[config.mk]
export PLATFORM = sky130hd
export DESIGN_NAME = goertzel_sample_feeder
export DESIGN_NICKNAME = d
export VERILOG_FILES = /design/src/rtl/goertzel_pkg.sv /design/src/rtl/goertzel_sample_feeder.sv
export SDC_FILE = /design/constraint.sdc
export NUM_CORES = 1
export LEC_CHECK = 0
export ABC_AREA = 1
export BUFFER_PORTS_ARGS = -buffer_cell sky130_fd_sc_hd__buf_2
export CORE_MARGIN = 10
export CORE_UTILIZATION = 40
export CTS_BUF_LIST = sky130_fd_sc_hd__clkbuf_2 sky130_fd_sc_hd__clkbuf_4 sky130_fd_sc_hd__clkbuf_8
export DETAILED_ROUTE_END_ITERATION = 12
export PLACE_DENSITY_LB_ADDON = 0.12
export SLEW_MARGIN = 40
export SYNTH_ARGS = -nofsm -noshare
export SYNTH_HDL_FRONTEND = slang
export SYNTH_SLANG_ARGS = --single-unit
[constraint.sdc]
create_clock -name clock -period 1.6 [get_ports clock]
set_clock_uncertainty 0.2 [all_clocks]
set_input_delay 0.16 -clock clock [delete_from_list [all_inputs] [get_ports clock]]
set_output_delay 0.16 -clock clock [all_outputs]
set_load 0.1 [all_outputs]
[src/rtl/goertzel_pkg.sv]
// goertzel_pkg: types and constants shared across the Goertzel datapath
package goertzel_pkg;
    typedef enum logic [1:0] {IDLE, FETCH, WAIT, HOLD} feeder_state_t;
    localparam int GOERTZEL_BLOCK_LEN = 520;
    localparam int SAMPLE_W = 32;
endpackage

[src/rtl/goertzel_sample_feeder.sv]
// goertzel_sample_feeder: fetches one sample per tick and hands it to the recursion stage; FEEDER_OVERRUN_CNT_EN adds overrun_cnt
module goertzel_sample_feeder
    import goertzel_pkg::*;
#(
    parameter int DEPTH = GOERTZEL_BLOCK_LEN,
    parameter int AW    = 10,
    parameter int DW    = SAMPLE_W
) (
    input  logic          clock,
    input  logic          aclr,
    input  logic          enable,
    input  logic          restart,
    input  logic          sample_tick,
    output logic [AW-1:0] mem_addr,
    input  logic [DW-1:0] mem_data,
    output logic [DW-1:0] out_data,
    output logic          out_valid,
    input  logic          out_ready,
    output logic          out_first,
    output logic          out_last,
    output logic          block_done,
    output logic          overrun
`ifdef FEEDER_OVERRUN_CNT_EN
    ,
    output logic [15:0]   overrun_cnt
`endif
);
    localparam logic [AW-1:0] LAST = AW'(DEPTH - 1);
    feeder_state_t state;
    logic [AW-1:0] idx;
    logic          restart_pend;
    logic          fire;
    logic          drop;
    assign mem_addr = idx;
    assign fire     = out_valid & out_ready;
    assign drop     = sample_tick & (state != IDLE);
    always_ff @(posedge clock or posedge aclr) begin
        if (aclr) begin
            state        <= IDLE;
            idx          <= '0;
            restart_pend <= 1'b0;
            out_data     <= '0;
            out_valid    <= 1'b0;
            out_first    <= 1'b0;
            out_last     <= 1'b0;
            block_done   <= 1'b0;
        end else begin
            block_done <= fire & out_last;
            if (restart && state != IDLE)
                restart_pend <= 1'b1;
            case (state)
                IDLE: begin
                    if (restart)
                        idx <= '0;
                    if (sample_tick && enable)
                        state <= FETCH;
                end
                FETCH: state <= WAIT;
                WAIT: begin
                    out_data  <= mem_data;
                    out_first <= (idx == '0);
                    out_last  <= (idx == LAST);
                    out_valid <= 1'b1;
                    state     <= HOLD;
                end
                HOLD: if (fire) begin
                    // a pending restart wins over the normal advance
                    idx          <= (restart_pend || restart) ? '0 : (idx == LAST) ? '0 : idx + 1'b1;
                    restart_pend <= 1'b0;
                    out_valid    <= 1'b0;
                    state        <= IDLE;
                end
                default: state <= IDLE;
            endcase
        end
    end
`ifdef FEEDER_OVERRUN_CNT_EN
    always_ff @(posedge clock or posedge aclr) begin
        if (aclr)
            overrun_cnt <= '0;
        else if (drop && overrun_cnt != 16'hFFFF)
            overrun_cnt <= overrun_cnt + 16'd1;
    end
    assign overrun = (overrun_cnt != 16'd0);
`else
    always_ff @(posedge clock or posedge aclr) begin
        if (aclr)
            overrun <= 1'b0;
        else if (drop)
            overrun <= 1'b1;
    end
`endif
endmodule
## Word-level counts from Yosys, hierarchy flattened

Cells that the tools add are included.

- Bits in writable memories: 0
- Memories: 0
- Latch bits: 0
- Bits in registers: 50
- Bits of input ports: 38
- ROM bits: 0

- Reductions and logical operators: 11
- Bitwise operators: 3
- Add/subtract/negate cells: 1
- Shift operators: 0
- Multiply operators: 0
- Divide/modulo/power cells: 0
- Equal/unequal tests: 7
- $lt $le $gt $ge: 0
- Mux-type cells: 13

Operators by type and width:

| cell | count |
|---|---|
| $mux 10 | 4 |
| $pmux 10 s2 | 1 |
| $add 10x1->10 const B | 1 |
| $eq 10x10->1 const B | 1 |
| $logic_not 10->1 | 1 |
| $pmux 2 s4 | 1 |
| $ne 2x2->1 const B | 3 |
| $reduce_bool 2->1 | 3 |
| $eq 2x2->1 const B | 2 |
| $mux 1 | 4 |
| $mux 2 | 2 |
| $reduce_and 2->1 | 2 |
| $and 1x1->1 | 3 |
| $reduce_and 3->1 | 1 |
| $eq 2x1->1 const B | 1 |
| $logic_and 1x1->1 | 2 |
| $logic_not 2->1 | 1 |
| $pmux 1 s2 | 1 |
| $logic_or 1x1->1 | 1 |

## Logic depth before layout (Yosys ltp)

- Word-level depth: 5
- Mapped depth: 10
- Mapped depth without buffers: 10

## Worst setup path before layout

Ideal clock, no wire load.

- Path kind: reg-to-reg
- Start point: register idx[0], in the netlist mem_addr[0]
- End point: register idx[8], in the netlist mem_addr[8]
- Cell stages (with the launch flop): 9
- Arrival time: 1917 ps
- Setup time: 124 ps
- Period minus slack after synthesis: 2241 ps
- Path buffers: 0
- Slack: -641 ps
- Cells stage by stage: dfrtp_1 -> ha_1 -> nand2_2 -> nor2_4 -> nand2_2 -> nor2_2 -> nand3_1 -> nand2_1 -> nor2_1

- Longest elaborated chain between the ends: 5

Ends and longest elaborated chain:

| what | RTL line | source |
|---|---|---|
| start: declaration | goertzel_sample_feeder.sv:30 | `logic [AW-1:0] idx;` |
| start signal: assignment | goertzel_sample_feeder.sv:68 | `idx <= (restart_pend \|\| restart) ? '0 : (idx == LAST) ? '0 : idx + 1'b1;` |
| $add 10x1->10 or $eq 10x10->1 (tied branches) | goertzel_sample_feeder.sv:68 |  |
| $mux 10 * (2 in series) | goertzel_sample_feeder.sv:68 |  |
| $mux 10 * | goertzel_sample_feeder.sv:66 | `HOLD: if (fire) begin` |
| $pmux 10 s2 * | goertzel_sample_feeder.sv:51 | `case (state)` |

Every way passes the cells marked *; elsewhere a longest branch is shown, timed or not. The select of a mux whose other input is x is not followed.
A chain may end at the register's enable or synchronous reset.

## Worst setup path after layout

- Start point: register state[1]
- End point: register idx[0], in the netlist mem_addr[0]

- Longest elaborated chain between the ends: 3

Ends and longest elaborated chain:

| what | RTL line | source |
|---|---|---|
| start: declaration | goertzel_sample_feeder.sv:29 | `feeder_state_t state;` |
| start signal: assignment | goertzel_sample_feeder.sv:39 | `state <= IDLE;` |
| start signal: assignment | goertzel_sample_feeder.sv:56 | `state <= FETCH;` |
| start signal: assignment | goertzel_sample_feeder.sv:58 | `FETCH: state <= WAIT;` |
| $eq 2x2->1 or $logic_not 2->1 (tied branches) | goertzel_sample_feeder.sv:51 |  |
| $ne 2x2->1 (no line) or $reduce_bool 2->1 (tied branches) | -- |  |
| $reduce_and 3->1 (no line) | -- |  |

Parallel ways exist; a longest one is shown, timed or not.

==> reports/metrics.cfg <==
[worst_setup_path]
rrSetupSlack_ns = 0.02
arrival_ns = 1.61
reg2reg_from = state[1]
r2r-end = mem_addr[0]
required_ns = 1.63
crit_type = reg2reg
end_kind = flop
cp_max_fo = 7
cp-start-kind = flop
reg2regPathDepth = 9

[finish]
area_delta_synth_final_pct = 49.6
drive_above_1_share = 0.375
seqCellArea_um2 = 1260
fin_area_um2 = 3420
antennaDiodeCount = 0
multiInputGateArea_um2 = 972
nFillCells = 485
finalNetCount = 445
mostFrequentLayoutCell = nand2_1
layout_common_cells = 129 x nand2_1, 79 x buf_2, 39 x dfrtp_1, 35 x dlygate4sd3_1

[routing]
first_pass_iters = 4
wl_per_cell_um = 13.1
vias = 2115
drt_iter0_drc = 83
wirelength_um = 6250
drtAntennaViolNets = 0
vias_per_cell = 4.45
route.detailed.drc = 0

[grt]
gr-max-usage-layer = met2
antenna_found_initial = 0
track_usage = 0.142
use_met2 = 0.238
grt_util_met3 = 0.0503
grt_max_degree = 41
grt_pass1_wl_um = 10500
grt_pass1_vias = 2222
overflow = 0
met1_usage = 0.173

[synthesis]
ys_types = 28
syn_nets = 313
yosysSeqAreaShare = 0.547
avgSynthCellArea_um2 = 8.48
ys_warn_count = 0
synthCells = 270
post_synth_instance_area_um2 = 2290
ys_ff_latch = 50

[hold_path]
min_from = restart
min_path_cells = 4
hold_end = mem_addr[6]
hp-class = in2reg

[sta]
worst_slack_ns = 0.0207
hold_viol = 0
max_freq_mhz = 633
setup_tns_ns = 0
rsz0062_at_grt = true
post-route-period-util = 0.987
tightestPinTransition_ns = 0.509
report.final.setup_viol = 0
maxSlewViolCount = 0
relSlewSlack = 0.663
min_period_ns = 1.58

[run]
cap_violations = 0

[clocking]
cts_root_buf = clkbuf_8
cts_buffers = 5
clk_pin_slew_ns = 0.09
ctsHtreeMaxLevel = 2
clock-sinks = 50
cts_tree = built
cts_buffer_depth = 2
clk_latency_ns = 0.30

[outcome]
status = complete, no violations

[placement]
pre_cts_ws_ns = -0.0136
io_buffers = 84
gp_congestion = 0.815
dpl_cell_area_um2 = 2900
hpwlAfterDp_um = 4380

[floorplan]
io-pin-count = 85
die_area_um2 = 9150
start_util = 0.413
row_count = 27
core_um2 = 5540
die_width_um = 95.6
die_y_um = 95.6

==> cells in the mapped netlist <==
cell | n | share of area
nand2_1 | 130 | 0.21
dfrtp_1 | 50 | 0.55
inv_1 | 18 | 0.030
nor2_1 | 9 | 0.015
nand3_1 | 8 | 0.017
o21ai_0 | 8 | 0.017
o21ai_2 | 7 | 0.027
nand2_2 | 6 | 0.016
buf_2 | 5 | 0.011
ha_1 | 5 | 0.027
clkbuf_1 | 3 | 0.0049
nand4_1 | 3 | 0.0082
a21oi_1 | 2 | 0.0044
nor2_2 | 2 | 0.0055
a21o_1 | 1 | 0.0033
a21oi_2 | 1 | 0.0038
clkinv_1 | 1 | 0.0016
clkinv_4 | 1 | 0.0038
inv_2 | 1 | 0.0016
nand2_4 | 1 | 0.0049
nand3_2 | 1 | 0.0044
nand3_4 | 1 | 0.0077
nor2_4 | 1 | 0.0049
nor3_1 | 1 | 0.0022
nor3_4 | 1 | 0.0071
o21bai_1 | 1 | 0.0033
xnor2_1 | 1 | 0.0038
xor2_1 | 1 | 0.0038
==> area by class of cell <==
type / count / share of cell area
flip-flops and latches: 50 / 0.369
multi-input cells: 191 / 0.284
repair buffers: 133 / 0.265
clock buffers: 7 / 0.0281
well taps: 72 / 0.0263
inverters: 21 / 0.0245
clock inverters: 1 / 0.00256
==> critical path, cell delays in order, from the launching register on <==
cell      delay, ns
dfrtp_1        0.43
inv_2          0.07
ha_4           0.18
inv_2          0.06
nand2_2        0.05
nand2_2        0.09
nand2_4        0.06
clkinv_4       0.07
nand3_4        0.14
o21ai_2        0.17
==> cell families after synthesis <==
family / count (synthesis) / share of synthesized area
buffers and inverters: 29 / 0.0525
AOI/OAI and AO/OA: 20 / 0.0591
adders and majority gates: 5 / 0.0273
DFF: 50 / 0.547
and+or+nand+nor: 164 / 0.307
xor gates and xnor gates: 2 / 0.00766
==> state kept, by name, summed over array words and instances (netlist names) <==
signal and flops:
out_valid 1, out_data 32, block_done 1, out_last 1
state 2, overrun 1, mem_addr 10, restart_pend 1
out_first 1
==> repair_timing <==
action / in CTS / in global routing
endpoints found under the hold margin: 84 / 0
setup endpoints to repair: 5 / 13
setup buffers: 1 / 2
pin swaps: 1 / 5
hold buffers: 35 / 0
gates resized for setup: 4 / 13
==> per-stage QoR <==
step	utilization	cells	hold slack [ns]
floorplan	-	270	0.0768
global placement	0.523	429	-0.0944
detailed placement	0.523	429	-0.0923
CTS	0.608	473	0.0254
global route	0.618	475	0.0905
finish	0.618	475	0.0806
==> worst max-delay path by stage <==
stage | from | end | slack, ns | cells past startpoint
after global placement | mem_addr[7] | mem_addr[0] | 0.06 | 6
after CTS | mem_addr[5] | mem_addr[5] | 0.004 | 2
final | state[1] | mem_addr[0] | 0.02 | 9
after detailed placement | state[1] | mem_addr[0] | -0.01 | 9
after global routing | state[1] | mem_addr[0] | -0.09 | 9
after floorplan | mem_addr[0] | mem_addr[8] | -0.19 | 8
==> metal layers <==
metal  part of all wire  wire [um]  up-vias
li1                   -          -     1095
met1               0.43       2670      958
met2               0.49       3060       58
met3              0.078        485        4
met4             0.0059         37        0
met5                  0          0        -
Power is not shown: default switching activity piles up to over one toggle a cycle in this logic, so the estimate is an artifact.
